[src/rtl/usb4_ll_pkg.sv]
// Shared types and constants for the USB4 link-layer receive path.
// Holds the deskew FSM state type and the default alignment marker.
package usb4_ll_pkg;

  typedef enum logic [1:0] {
    IDLE    = 2'd0,
    SEARCH  = 2'd1,
    ALIGNED = 2'd2,
    ERROR   = 2'd3
  } deskew_state_t;

  localparam logic [7:0] DESKEW_MARKER_DEF = 8'hF0;

endpackage

[src/rtl/deskew_lane_fifo.sv]
// Single-lane skew FIFO: show-ahead read data, flush has priority over
// read/write, and a write into a full FIFO is only accepted alongside a read.
module deskew_lane_fifo #(
  parameter int DATA_W = 8,
  parameter int DEPTH  = 8
) (
  input  logic                       clk,
  input  logic                       rst,
  input  logic                       flush,
  input  logic                       wr_en,
  input  logic [DATA_W-1:0]          wr_data,
  input  logic                       rd_en,
  output logic [DATA_W-1:0]          rd_data,
  output logic                       full,
  output logic                       empty,
  output logic [$clog2(DEPTH+1)-1:0] count
);

  localparam int PTR_W = $clog2(DEPTH);
  localparam int CNT_W = $clog2(DEPTH+1);

  logic [DATA_W-1:0] mem [DEPTH];
  logic [PTR_W-1:0]  wr_ptr;
  logic [PTR_W-1:0]  rd_ptr;
  logic              do_wr;
  logic              do_rd;

  assign full    = (count == CNT_W'(DEPTH));
  assign empty   = (count == '0);
  assign do_rd   = rd_en && !empty;
  assign do_wr   = wr_en && (!full || do_rd);
  assign rd_data = mem[rd_ptr];

  // DEPTH is a power of two, so the pointers wrap modulo DEPTH on their own.
  always_ff @(posedge clk or negedge rst) begin
    if (!rst) begin
      wr_ptr <= '0;
      rd_ptr <= '0;
      count  <= '0;
    end else if (flush) begin
      wr_ptr <= '0;
      rd_ptr <= '0;
      count  <= '0;
    end else begin
      if (do_wr) wr_ptr <= wr_ptr + PTR_W'(1);
      if (do_rd) rd_ptr <= rd_ptr + PTR_W'(1);
      case ({do_wr, do_rd})
        2'b10:   count <= count + CNT_W'(1);
        2'b01:   count <= count - CNT_W'(1);
        default: count <= count;
      endcase
    end
  end

  always_ff @(posedge clk) begin
    if (do_wr && !flush) mem[wr_ptr] <= wr_data;
  end

endmodule

[src/rtl/lane_deskew_buffer.sv]
// N-lane receive deskew: per-lane FIFOs lock on MARKER, then pop in lockstep.
// Optional DESKEW_STATS_EN adds the sticky max_skew statistic output.
module lane_deskew_buffer
  import usb4_ll_pkg::*;
#(
  parameter int                NUM_LANES = 2,
  parameter int                DATA_W    = 8,
  parameter int                DEPTH     = 8,
  parameter logic [DATA_W-1:0] MARKER    = DESKEW_MARKER_DEF
) (
  input  logic                          fsm_clk,
  input  logic                          rst,
  input  logic                          enable,
  input  logic                          realign,
  input  logic [NUM_LANES-1:0]          in_valid,
  input  logic [NUM_LANES*DATA_W-1:0]   in_data,
  output logic                          out_valid,
  output logic [NUM_LANES*DATA_W-1:0]   out_data,
  output logic                          aligned,
  output logic                          skew_error,
  output deskew_state_t                 state
`ifdef DESKEW_STATS_EN
  ,
  output logic [$clog2(DEPTH+1)-1:0]    max_skew
`endif
);

  localparam int CNT_W = $clog2(DEPTH+1);

  // Handshake: in_valid[i] qualifies in_data lane i for one cycle, there is
  // no backpressure; out_valid qualifies out_data for exactly one cycle.
  deskew_state_t               state_next;
  logic [NUM_LANES-1:0]        lock_q;
  logic [NUM_LANES-1:0]        lock_next;
  logic [NUM_LANES-1:0]        marker_hit;
  logic [NUM_LANES-1:0]        wr_en;
  logic                        flush;
  logic                        rd_avail;
  logic                        rd;
  logic                        any_full_wr;
  logic                        overflow;
  logic [NUM_LANES*DATA_W-1:0] rd_word;
  logic [DATA_W-1:0]           lane_rd    [NUM_LANES];
  logic                        lane_full  [NUM_LANES];
  logic                        lane_empty [NUM_LANES];
  logic [CNT_W-1:0]            lane_count [NUM_LANES];

  for (genvar g = 0; g < NUM_LANES; g++) begin : g_lane
    deskew_lane_fifo #(
      .DATA_W (DATA_W),
      .DEPTH  (DEPTH)
    ) u_fifo (
      .clk     (fsm_clk),
      .rst     (rst),
      .flush   (flush),
      .wr_en   (wr_en[g]),
      .wr_data (in_data[g*DATA_W +: DATA_W]),
      .rd_en   (rd),
      .rd_data (lane_rd[g]),
      .full    (lane_full[g]),
      .empty   (lane_empty[g]),
      .count   (lane_count[g])
    );
  end

  // Overflow is judged against the unflushed read so that a realign in the
  // same cycle does not mask or fabricate a skew error.
  always_comb begin
    flush       = !enable || (realign && state != IDLE) || state == ERROR;
    rd_avail    = (state == ALIGNED);
    any_full_wr = 1'b0;
    marker_hit  = '0;
    wr_en       = '0;
    rd_word     = '0;
    for (int i = 0; i < NUM_LANES; i++) begin
      marker_hit[i] = in_valid[i] && (in_data[i*DATA_W +: DATA_W] == MARKER);
      wr_en[i]      = in_valid[i] &&
                      (state == ALIGNED || (state == SEARCH && lock_q[i]));
      if (lane_empty[i]) rd_avail = 1'b0;
      if (wr_en[i] && lane_full[i]) any_full_wr = 1'b1;
      rd_word[i*DATA_W +: DATA_W] = lane_rd[i];
    end
    rd       = rd_avail && !flush;
    overflow = any_full_wr && !rd_avail;
  end

  always_comb begin
    state_next = state;
    lock_next  = lock_q;
    if (!enable) begin
      state_next = IDLE;
      lock_next  = '0;
    end else if (realign && state != IDLE) begin
      state_next = SEARCH;
      lock_next  = '0;
    end else begin
      case (state)
        IDLE:    state_next = SEARCH;
        SEARCH: begin
          lock_next = lock_q | marker_hit;
          if (overflow)     state_next = ERROR;
          else if (&lock_q) state_next = ALIGNED;
        end
        ALIGNED: if (overflow) state_next = ERROR;
        ERROR: begin
          state_next = SEARCH;
          lock_next  = '0;
        end
        default: state_next = IDLE;
      endcase
    end
  end

  always_ff @(posedge fsm_clk or negedge rst) begin
    if (!rst) begin
      state  <= IDLE;
      lock_q <= '0;
    end else begin
      state  <= state_next;
      lock_q <= lock_next;
    end
  end

  always_ff @(posedge fsm_clk or negedge rst) begin
    if (!rst) begin
      out_valid  <= 1'b0;
      out_data   <= '0;
      skew_error <= 1'b0;
    end else begin
      out_valid  <= rd;
      skew_error <= overflow;
      if (rd) out_data <= rd_word;
    end
  end

  assign aligned = (state == ALIGNED);

`ifdef DESKEW_STATS_EN
  logic [CNT_W-1:0] cnt_hi;
  logic [CNT_W-1:0] cnt_lo;
  logic [CNT_W-1:0] cur_skew;

  always_comb begin
    cnt_hi = '0;
    cnt_lo = CNT_W'(DEPTH);
    for (int i = 0; i < NUM_LANES; i++) begin
      if (lock_q[i]) begin
        if (lane_count[i] > cnt_hi) cnt_hi = lane_count[i];
        if (lane_count[i] < cnt_lo) cnt_lo = lane_count[i];
      end
    end
    cur_skew = (|lock_q) ? (cnt_hi - cnt_lo) : '0;
  end

  always_ff @(posedge fsm_clk or negedge rst) begin
    if (!rst)                                        max_skew <= '0;
    else if (realign)                                max_skew <= '0;
    else if (state == SEARCH && cur_skew > max_skew) max_skew <= cur_skew;
  end
`else
  // Lane counts only feed the skew statistic.
  logic unused_count;
  always_comb begin
    unused_count = 1'b0;
    for (int i = 0; i < NUM_LANES; i++) unused_count = unused_count ^ (^lane_count[i]);
  end
`endif

endmodule

[config.mk]
export PLATFORM = sky130hd
export DESIGN_NAME = lane_deskew_buffer
export DESIGN_NICKNAME = d
export VERILOG_FILES = /design/src/rtl/usb4_ll_pkg.sv /design/src/rtl/deskew_lane_fifo.sv /design/src/rtl/lane_deskew_buffer.sv
export SDC_FILE = /design/constraint.sdc
export NUM_CORES = 1
export LEC_CHECK = 0
export ABC_CLOCK_PERIOD_IN_PS = 6300
export CORE_MARGIN = 4
export CORE_UTILIZATION = 40
export DETAILED_ROUTE_END_ITERATION = 10
export SYNTH_ARGS = -nofsm -noshare
export SYNTH_HDL_FRONTEND = slang
export SYNTH_SLANG_ARGS = --single-unit
[constraint.sdc]
create_clock -name fsm_clk -period 6.3 [get_ports fsm_clk]
set_input_delay 1.89 -clock fsm_clk [delete_from_list [all_inputs] [get_ports fsm_clk]]
set_output_delay 1.89 -clock fsm_clk [all_outputs]
set_load 0.1 [all_outputs]
==> results of run 1 <==
-- area by class of cell --
type | count | share of cell area [%]
Clock buffer | 22 | 5.922
Clock inverter | 10 | 0.9248
Inverter | 5 | 0.2237
Multi-Input combinational cell | 245 | 25.64
Sequential cell | 170 | 58.35
Tap cell | 225 | 3.356
Timing Repair Buffer | 49 | 5.579
-- metal layers --
layer	routed length [um]	share of wire, %	GRT usage [%]
met1	6233	46	20.40
met5	0	0	0
met2	6706	49	22.89
met3	442	3.3	2.764
met4	186	1.4	5.455
-- how the worst max path moves through the flow --
stage | endpoint | slack [ps]
after CTS | aligned | 1790
final | aligned | 1810
after detailed placement | g_lane[1].u_fifo.mem[0][4] | 1470
after global routing | g_lane[1].u_fifo.mem[0][1] | 1630
after global placement | g_lane[1].u_fifo.mem[0][3] | 1510
after floorplan | g_lane[1].u_fifo.mem[0][0] | 2150
-- power breakdown --
part,switching (mW),internal (mW)
sequential,0.0327,1.23
combinational,0.232,0.108
clock,0.424,0.568
-- kinds of logic (layout without fill, tap and decap cells) --
| logic type | Yosys count | count (layout) | synth area share [%] |
|---|---|---|---|
| muxes | 56 | 56 | 13.49 |
| AOI/OAI and AO/OA | 52 | 52 | 5.082 |
| adders and majority gates | 13 | 13 | 2.383 |
| and+or+nand+nor | 112 | 112 | 7.692 |
| buffers and inverters | 22 | 86 | 1.332 |
| xor gates and xnor gates | 12 | 12 | 1.472 |
| DFF | 170 | 170 | 68.55 |
-- placed cells by master (no fill, tap or decap), types with 7 or more instances in the layout --
cell type and instances:
edfxtp_1 128, mux2i_1 22, buf_4 7, mux4_2 32
xnor2_1 7, nor3_1 12, clkbuf_16 19, nand2b_1 8
a21oi_1 25, clkdlybuf4s50_1 41, nor2_1 51, nand2_1 19
ha_1 12, dfrtp_1 42
-- per-stage QoR --
step / cell area [um^2] / total power, mW
floorplan: 7141 / 1.525
global placement: 7814 / 1.622
detailed placement: 7814 / 1.629
CTS: 8388 / 2.622
global route: 8388 / 2.702
finish: 8388 / 2.596
-- sequential cells by signal, indices dropped and copies added, names as in the netlist --
register              flops
skew_error                1
g_lane.u_fifo.mem       128
out_valid                 1
g_lane.u_fifo.wr_ptr      6
g_lane.u_fifo.rd_ptr      6
lock_q                    2
g_lane.u_fifo.count       8
out_data                 16
state                     2
-- worst max-delay path, stage by stage, from the launching register on --
cell	delay, ps
dfrtp_1	430
inv_1	120
ha_1	410
clkdlybuf4s50_1	1210
==> impl_metrics.toml, run 1 <==
[worst_setup_path]
cp.required_ps = 4410
r2r-end = "g_lane[1].u_fifo.mem[0][5]"
r2r_start = "state[0]"
critPathArrivalTime_ps = 2600
ff2ff_setup_slack_ps = 2900
critPathKind = "reg -> out"
critPathLaunchType = "flop"
cp_max_fo = 9
startpoint = "state[0]"
cp-end-kind = "output port"
rr_worst_depth = 8

[die]
fp.dieW_um = 141.6
rows = 48
core_area_um2 = 17420
ioPinCount = 43
initial_core_util_pct = 41.00
die_y_um = 141.6
dieArea_um2 = 20050

[min_path]
min_from = "out_data[4]"
hp-class = "reg -> reg"
worstHoldPathCells = 2
hold_end = "out_data[4]"

[sta]
finalHoldViolCount = 0
maxSlewHeadroom_pct = 25.93
clock.fmax_ghz = 0.2226
min_period_over_period_pct = 71.32
fin_ws_ps = 1807
setup_tns_ps = 0
fin_worst_skew_ps = 9.267
hold_ws_ps = 529.2
rsz0062_at_grt = "false"
setup_viol = 0
period_minus_slack_ps = 4493
drv_slew = 0
tightest_slew_ps = 1103

[cells_and_area]
syn_to_final_growth_pct = 17.47
fin_cells = 726
regArea_um2 = 4895
fill_cells = 1488
finalNetCount = 523
drive_gt1_share_pct = 15.57
diodes = 0
utilization_pct = 48.16
multiInputGateArea_um2 = 2151

[clock_tree]
numCtsBuffers = 17
cts_tree = "yes"
cts.sinks = 170
clk_path_buf_depth = 2
cts_max_level = 4
cts_resized = 0
insertion_delay_ps = 420
cts_root_buf = "clkbuf_16"
postCtsSetupBuffers = 0
path_clk_slew_ps = 70
hold_buffers = 0

[route]
firstDrtPassIters = 4
drc = 0
via_count = 3855
viasPerCell = 5.310
drtAntennaViolNets = 0
wl_um = 13570
post_drt_wl_per_cell_um = 18.69
drt_iter0_markers = 208

[synthesis]
synth_flop_cell = "edfxtp_1"
synth-async-reset-ratio_pct = 24.71
syn_area_um2 = 7141
synthCells = 437
syn_area_per_cell_um2 = 16.34
ys_seq_area_share_pct = 68.55
ys_warn_count = 0
synth_largest_area_cell = "edfxtp_1"
post-synth-top-count-cell = "edfxtp_1"
synth-edff-count = 128
yosysTopAreaCellShare_pct = 53.83
ys_ff_latch = 170
synth_commonest_cells = "128 x edfxtp_1, 51 x nor2_1, 42 x dfrtp_1"
synth_cell_types = 45
syn_nets = 472
synth.area.top_cells = "edfxtp_1 54%, dfrtp_1 15%, mux4_2 10%"

[power]
ir_drop_mv = 0.2141
pwr_density_cell_nw_per_um2 = 309.5
p_leak_nw = 2.850

[run_status]
outcome = "finished, final reports clean"

[placement]
dpl.hpwl_um = 9073
pre_cts_ws_ps = 1472
dp.cells = 694
io_buffers = 42
place.gp.congestion = 0.8470

[global_route]
grt_pass1_wl_um = 22230
grt_max_degree = 43
antenna_found_initial = 0
grt_pass1_vias = 3946
grtUsageTotal_pct = 14.59
grt-ovfl-total = 0

[run]
maxCapViolCount = 0
Note: power is estimated with default switching activity, not from simulation.
==> run 2, diff against run 1 <==
--- a/config.mk
+++ b/config.mk
@@ -5,7 +5,7 @@
 export SDC_FILE = /design/constraint.sdc
 export NUM_CORES = 1
 export LEC_CHECK = 0
-export ABC_CLOCK_PERIOD_IN_PS = 6300
+export ABC_CLOCK_PERIOD_IN_PS = 4250
 export CORE_MARGIN = 4
 export CORE_UTILIZATION = 40
 export DETAILED_ROUTE_END_ITERATION = 10
==> constraint.sdc (replaced) <==
create_clock -name fsm_clk -period 4.25 [get_ports fsm_clk]
set_input_delay 1.275 -clock fsm_clk [delete_from_list [all_inputs] [get_ports fsm_clk]]
set_output_delay 1.275 -clock fsm_clk [all_outputs]
set_load 0.1 [all_outputs]
==> run 2 against run 1 <==
  * Via count increased by 1.5%
  * Sequential share of layout area decreased by 0.77 points
  * Clock power increased by 57%
  * Final area increased by 1.3%
  * Count of clock-buffer cells in the layout decreased by 3
  * Clock skew decreased by 3.8 ps
  * Worst setup slack got worse by 910 ps
  * Highest routed layer unchanged
==> impl_metrics.toml, run 2 (synthesized netlist as in run 1, its figures left out) <==
[cells_and_area]
regMostFlops = "g_lane.u_fifo.mem"
layout.cells.most_common = "edfxtp_1"
largest_reg_flops = 128
diodes = 0
fill_cells = 1476
top_regs = "g_lane.u_fifo.mem x128, out_data x16, g_lane.u_fifo.count x8"
syn_to_final_growth_pct = 19.05
drive_gt1_share_pct = 17.77
layout_common_cells = "128 x edfxtp_1, 51 x nor2_1, 42 x dfrtp_1, 40 x clkdlybuf4s50_1, 32 x mux4_2"
finalNetCount = 534

[clock_tree]
cts_tree = "yes"
cts.sinks = 170
cts_resized = 0
insertion_delay_ps = 420
hold_buffers = 0
path_clk_slew_ps = 60
cts_max_level = 4
numCtsBuffers = 17
clk_path_buf_depth = 2
cts_root_buf = "clkbuf_16"
postCtsSetupBuffers = 0

[min_path]
hold_end = "out_data[12]"
min_from = "out_data[12]"
hp-class = "reg -> reg"
worstHoldPathCells = 2

[sta]
maxSlewHeadroom_pct = 25.74
rsz0062_at_grt = "false"
drv_slew = 0
fin_ws_ps = 898.8
tightest_slew_ps = 1114
setup_viol = 0
period_minus_slack_ps = 3351
clock.fmax_ghz = 0.2984
min_period_over_period_pct = 78.85
setup_tns_ps = 0
finalHoldViolCount = 0
fin_worst_skew_ps = 5.511

[worst_setup_path]
critPathKind = "in -> reg"
critPathLaunchType = "primary input"
ff2ff_setup_slack_ps = 1040
cp.required_ps = 4600
r2r_start = "state[0]"
cp-end-kind = "flop"
r2r-end = "g_lane[0].u_fifo.count[3]"
cp_max_fo = 5
critPathArrivalTime_ps = 3700
rr_worst_depth = 11

[power]
ir_drop_mv = 0.3684
pwr_density_cell_nw_per_um2 = 463.7
p_leak_nw = 2.923

[route]
firstDrtPassIters = 4
drtAntennaViolNets = 0
wl_um = 13740
post_drt_wl_per_cell_um = 18.64
drc = 0
drt_iter0_markers = 242
viasPerCell = 5.307
via_count = 3911

[placement]
pre_cts_ws_ps = 441.4
io_buffers = 42
dpl.hpwl_um = 9154
place.gp.congestion = 0.8220

[run]
maxCapViolCount = 0

[global_route]
antenna_found_initial = 0
grtUsageTotal_pct = 14.60
grt_max_degree = 43
grt_pass1_wl_um = 22020
grt_pass1_vias = 4096
grt-ovfl-total = 0

[die]
core_area_um2 = 17420
dieArea_um2 = 20050
ioPinCount = 43
fp.dieW_um = 141.6
die_y_um = 141.6
rows = 48
initial_core_util_pct = 41.00

[run_status]
outcome = "finished, final reports clean"
==> run 2: cell types whose count changed in the layout (fill, tap and decap cells not counted), sizes merged <==
cell | previous run | this run
buf | 8 | 20
clkinvlp | 2 | 3
inv | 10 | 13
bufinv | 0 | 2
clkinv | 3 | 0
clkbuf | 22 | 19
clkdlybuf4s50 | 41 | 40
==> run 2: worst max path at each step <==
stage / from / to / slack (ps)
6_report: enable / g_lane[0].u_fifo.count[3] / 900
5_1_grt: enable / g_lane[0].u_fifo.count[3] / 700
4_1_cts: state[1] / state[1] / 890
3_5_place_dp: enable / g_lane[0].u_fifo.count[3] / 440
3_3_place_gp: enable / g_lane[0].u_fifo.count[3] / 520
2_1_floorplan: state[1] / g_lane[1].u_fifo.mem[0][0] / 100
==> run 2: final cells by class <==
cell class / instances / area, um^2 / area share [%]
clock buffer: 19 / 454.2 / 5.343
inverter: 5 / 18.77 / 0.2208
sequential: 170 / 4895 / 57.58
multi-input combinational: 245 / 2151 / 25.30
tap: 225 / 281.5 / 3.312
clock inverter: 13 / 152.6 / 1.796
timing repair buffer: 60 / 548.0 / 6.447
==> run 2: metrics by stage <==
stage / hold WS (ps) / cell area [um^2] / cells / power [mW] / util, %
final: 527.8 / 8501 / 737 / 3.942 / 48.81
after global routing: 553.1 / 8501 / 737 / 4.100 / 48.81
after CTS: 539.3 / 8501 / 737 / 3.984 / 48.81
after detailed placement: 524.4 / 7894 / 705 / 2.417 / 45.32
after global placement: 508.9 / 7894 / 705 / 2.404 / 45.32
after floorplan: 513.0 / 7141 / 437 / 2.260 / -
==> run 2: critical path, cell delays in order <==
cell and delay [ps]:
clkdlybuf4s50_1 540, nor2b_1 240, nand2_1 100, nor3_1 410, ha_1 310, a21o_1 190
a211o_1 300, nor3_1 140, a21oi_1 60, o22ai_1 130
==> run 2: routing by layer <==
layer  global-route usage, %  share of wire, %  wire length [um]  vias to the layer above
li1                        -                 -                 -                     1817
met1                   19.14                44              6020                     1993
met2                   23.69                50              6838                       81
met3                   3.606               4.5               623                       20
met4                   5.455               1.9               259                        0
met5                       0                 0                 0                        -
==> run 2: power by group <==
part / internal [mW] / switching, mW
Combinational: 0.160 / 0.349
Sequential: 1.82 / 0.0455
Clock: 0.916 / 0.647
==> run 3, diff against run 2 <==
--- a/config.mk
+++ b/config.mk
@@ -5,7 +5,7 @@
 export SDC_FILE = /design/constraint.sdc
 export NUM_CORES = 1
 export LEC_CHECK = 0
-export ABC_CLOCK_PERIOD_IN_PS = 4250
+export ABC_CLOCK_PERIOD_IN_PS = 3000
 export CORE_MARGIN = 4
 export CORE_UTILIZATION = 40
 export DETAILED_ROUTE_END_ITERATION = 10
==> constraint.sdc (replaced) <==
create_clock -name fsm_clk -period 3 [get_ports fsm_clk]
set_input_delay 0.9 -clock fsm_clk [delete_from_list [all_inputs] [get_ports fsm_clk]]
set_output_delay 0.9 -clock fsm_clk [all_outputs]
set_load 0.1 [all_outputs]
==> run 3 against run 2 <==
  * Routed wire length up 3.6%
  * Largest cell class unchanged
  * Critical endpoint unchanged
  * Register-to-register slack got worse by 710 ps
  * Clock power rose by 49%
  * Critical path type is now reg -> reg
  * Critical path depth is 1 lower
  * Highest routed layer unchanged
==> impl_metrics.toml, run 3 (synthesized netlist as in run 1, its figures left out) <==
[cells_and_area]
fill_cells = 1491
diodes = 0
drive_gt1_share_pct = 26.57
final_area_um2 = 8738
regArea_um2 = 4900
layout.cells.most_common = "edfxtp_1"
largest_reg_flops = 128
layout_common_cells = "128 x edfxtp_1, 69 x buf_4, 51 x nor2_1, 40 x dfrtp_1, 32 x mux4_2"
fin_cells = 767
utilization_pct = 50.17
top_regs = "g_lane.u_fifo.mem x128, out_data x16, g_lane.u_fifo.count x8"
regMostFlops = "g_lane.u_fifo.mem"
syn_to_final_growth_pct = 22.38
multiInputGateArea_um2 = 2185
finalNetCount = 564

[clock_tree]
cts_resized = 0
path_clk_slew_ps = 60
cts.sinks = 170
postCtsSetupBuffers = 0
cts_max_level = 4
cts_root_buf = "clkbuf_16"
clk_path_buf_depth = 2
numCtsBuffers = 17
cts_tree = "yes"
insertion_delay_ps = 420
hold_buffers = 0

[worst_setup_path]
cp-end-kind = "flop"
cp_max_fo = 6
critPathLaunchType = "flop"
critPathArrivalTime_ps = 3010
critPathKind = "reg -> reg"
cp.required_ps = 3340

[route]
firstDrtPassIters = 4
via_count = 4011
wl_um = 14240
drtAntennaViolNets = 0
post_drt_wl_per_cell_um = 18.57
drt_iter0_markers = 252
viasPerCell = 5.229
drc = 0

[sta]
tightest_slew_ps = 841.8
setup_viol = 0
rsz0062_at_grt = "false"
setup_tns_ps = 0
period_minus_slack_ps = 2672
min_period_over_period_pct = 89.07
drv_slew = 0
clock.fmax_ghz = 0.3742
fin_ws_ps = 327.8
fin_worst_skew_ps = 9.439
hold_ws_ps = 454.6
finalHoldViolCount = 0
maxSlewHeadroom_pct = 43.88

[die]
rows = 48
fp.dieW_um = 141.6
die_y_um = 141.6
dieArea_um2 = 20050
core_area_um2 = 17420
initial_core_util_pct = 41.00
ioPinCount = 43

[global_route]
grt_max_degree = 35
grt-ovfl-total = 0
grt_pass1_wl_um = 22880
grt_pass1_vias = 4152
grtUsageTotal_pct = 15.08
antenna_found_initial = 0

[run_status]
outcome = "finished, final reports clean"

[min_path]
hp-class = "in -> async"

[placement]
io_buffers = 42
place.gp.congestion = 0.8269
dp.cells = 735
dpl-instance-area_um2 = 8108
dpl.hpwl_um = 9915
pre_cts_ws_ps = -105.0

[power]
ir_drop_mv = 0.4666
p_total_mw = 5.769
pwr_density_cell_nw_per_um2 = 660.2
p_leak_nw = 3.128

[run]
maxCapViolCount = 0
run 3: changes by cell type in the layout (fill, tap and decap cells not counted), sizes merged:
cell	before	now
clkdlybuf4s50	40	20
clkinvlp	3	1
bufinv	2	5
clkinv	0	7
clkbuf	19	18
buf	20	70
inv	13	6
run 3: worst paths after layout:
path | from | cells past startpoint | end | slack (ps)
worst min-delay path | rst | 1 | g_lane[0].u_fifo.count[3] | 450
max in group asynchronous | rst | 2 | out_data[15] | 1820
worst max register to register | g_lane[0].u_fifo.count[1] | 9 | g_lane[0].u_fifo.count[3] | 330
min in group fsm_clk | out_data[12] | 2 | out_data[12] | 520
worst min register to register | out_data[12] | 2 | out_data[12] | 520
worst max-delay path | g_lane[0].u_fifo.count[1] | 9 | g_lane[0].u_fifo.count[3] | 330
run 3: cell type report:
cell class	instances	share of cell area, %
sequential	170	56.07
multi-input combinational	245	25.00
timing repair buffer	90	8.276
clock buffer	18	4.911
tap	225	3.222
clock inverter	14	2.305
inverter	5	0.2148
run 3: per-layer routing:
layer / part of all wire (%) / up-vias / wire (um) / track usage, %
met1: 45 / 2027 / 6361 / 20.82
met3: 4.4 / 14 / 624 / 3.674
met5: 0 / - / 0 / 0
met4: 1.4 / 0 / 196 / 5.202
met2: 50 / 86 / 7057 / 23.59
li1: - / 1884 / - / -
run 3: critical path, stage by stage, from the launching register on:
cell     delay, ps
dfrtp_1        460
or4_1          670
nand2_1        280
nor3_4          60
ha_1           300
a21o_1         190
a211o_1        300
nor3_1         130
a21oi_1         60
o22ai_1        150
run 3: where the power goes:
group | total [mW] | switching [mW] | internal [mW]
logic | 0.787 | 0.511 | 0.277
registers | 2.66 | 0.0681 | 2.59
clock network | 2.32 | 0.857 | 1.47
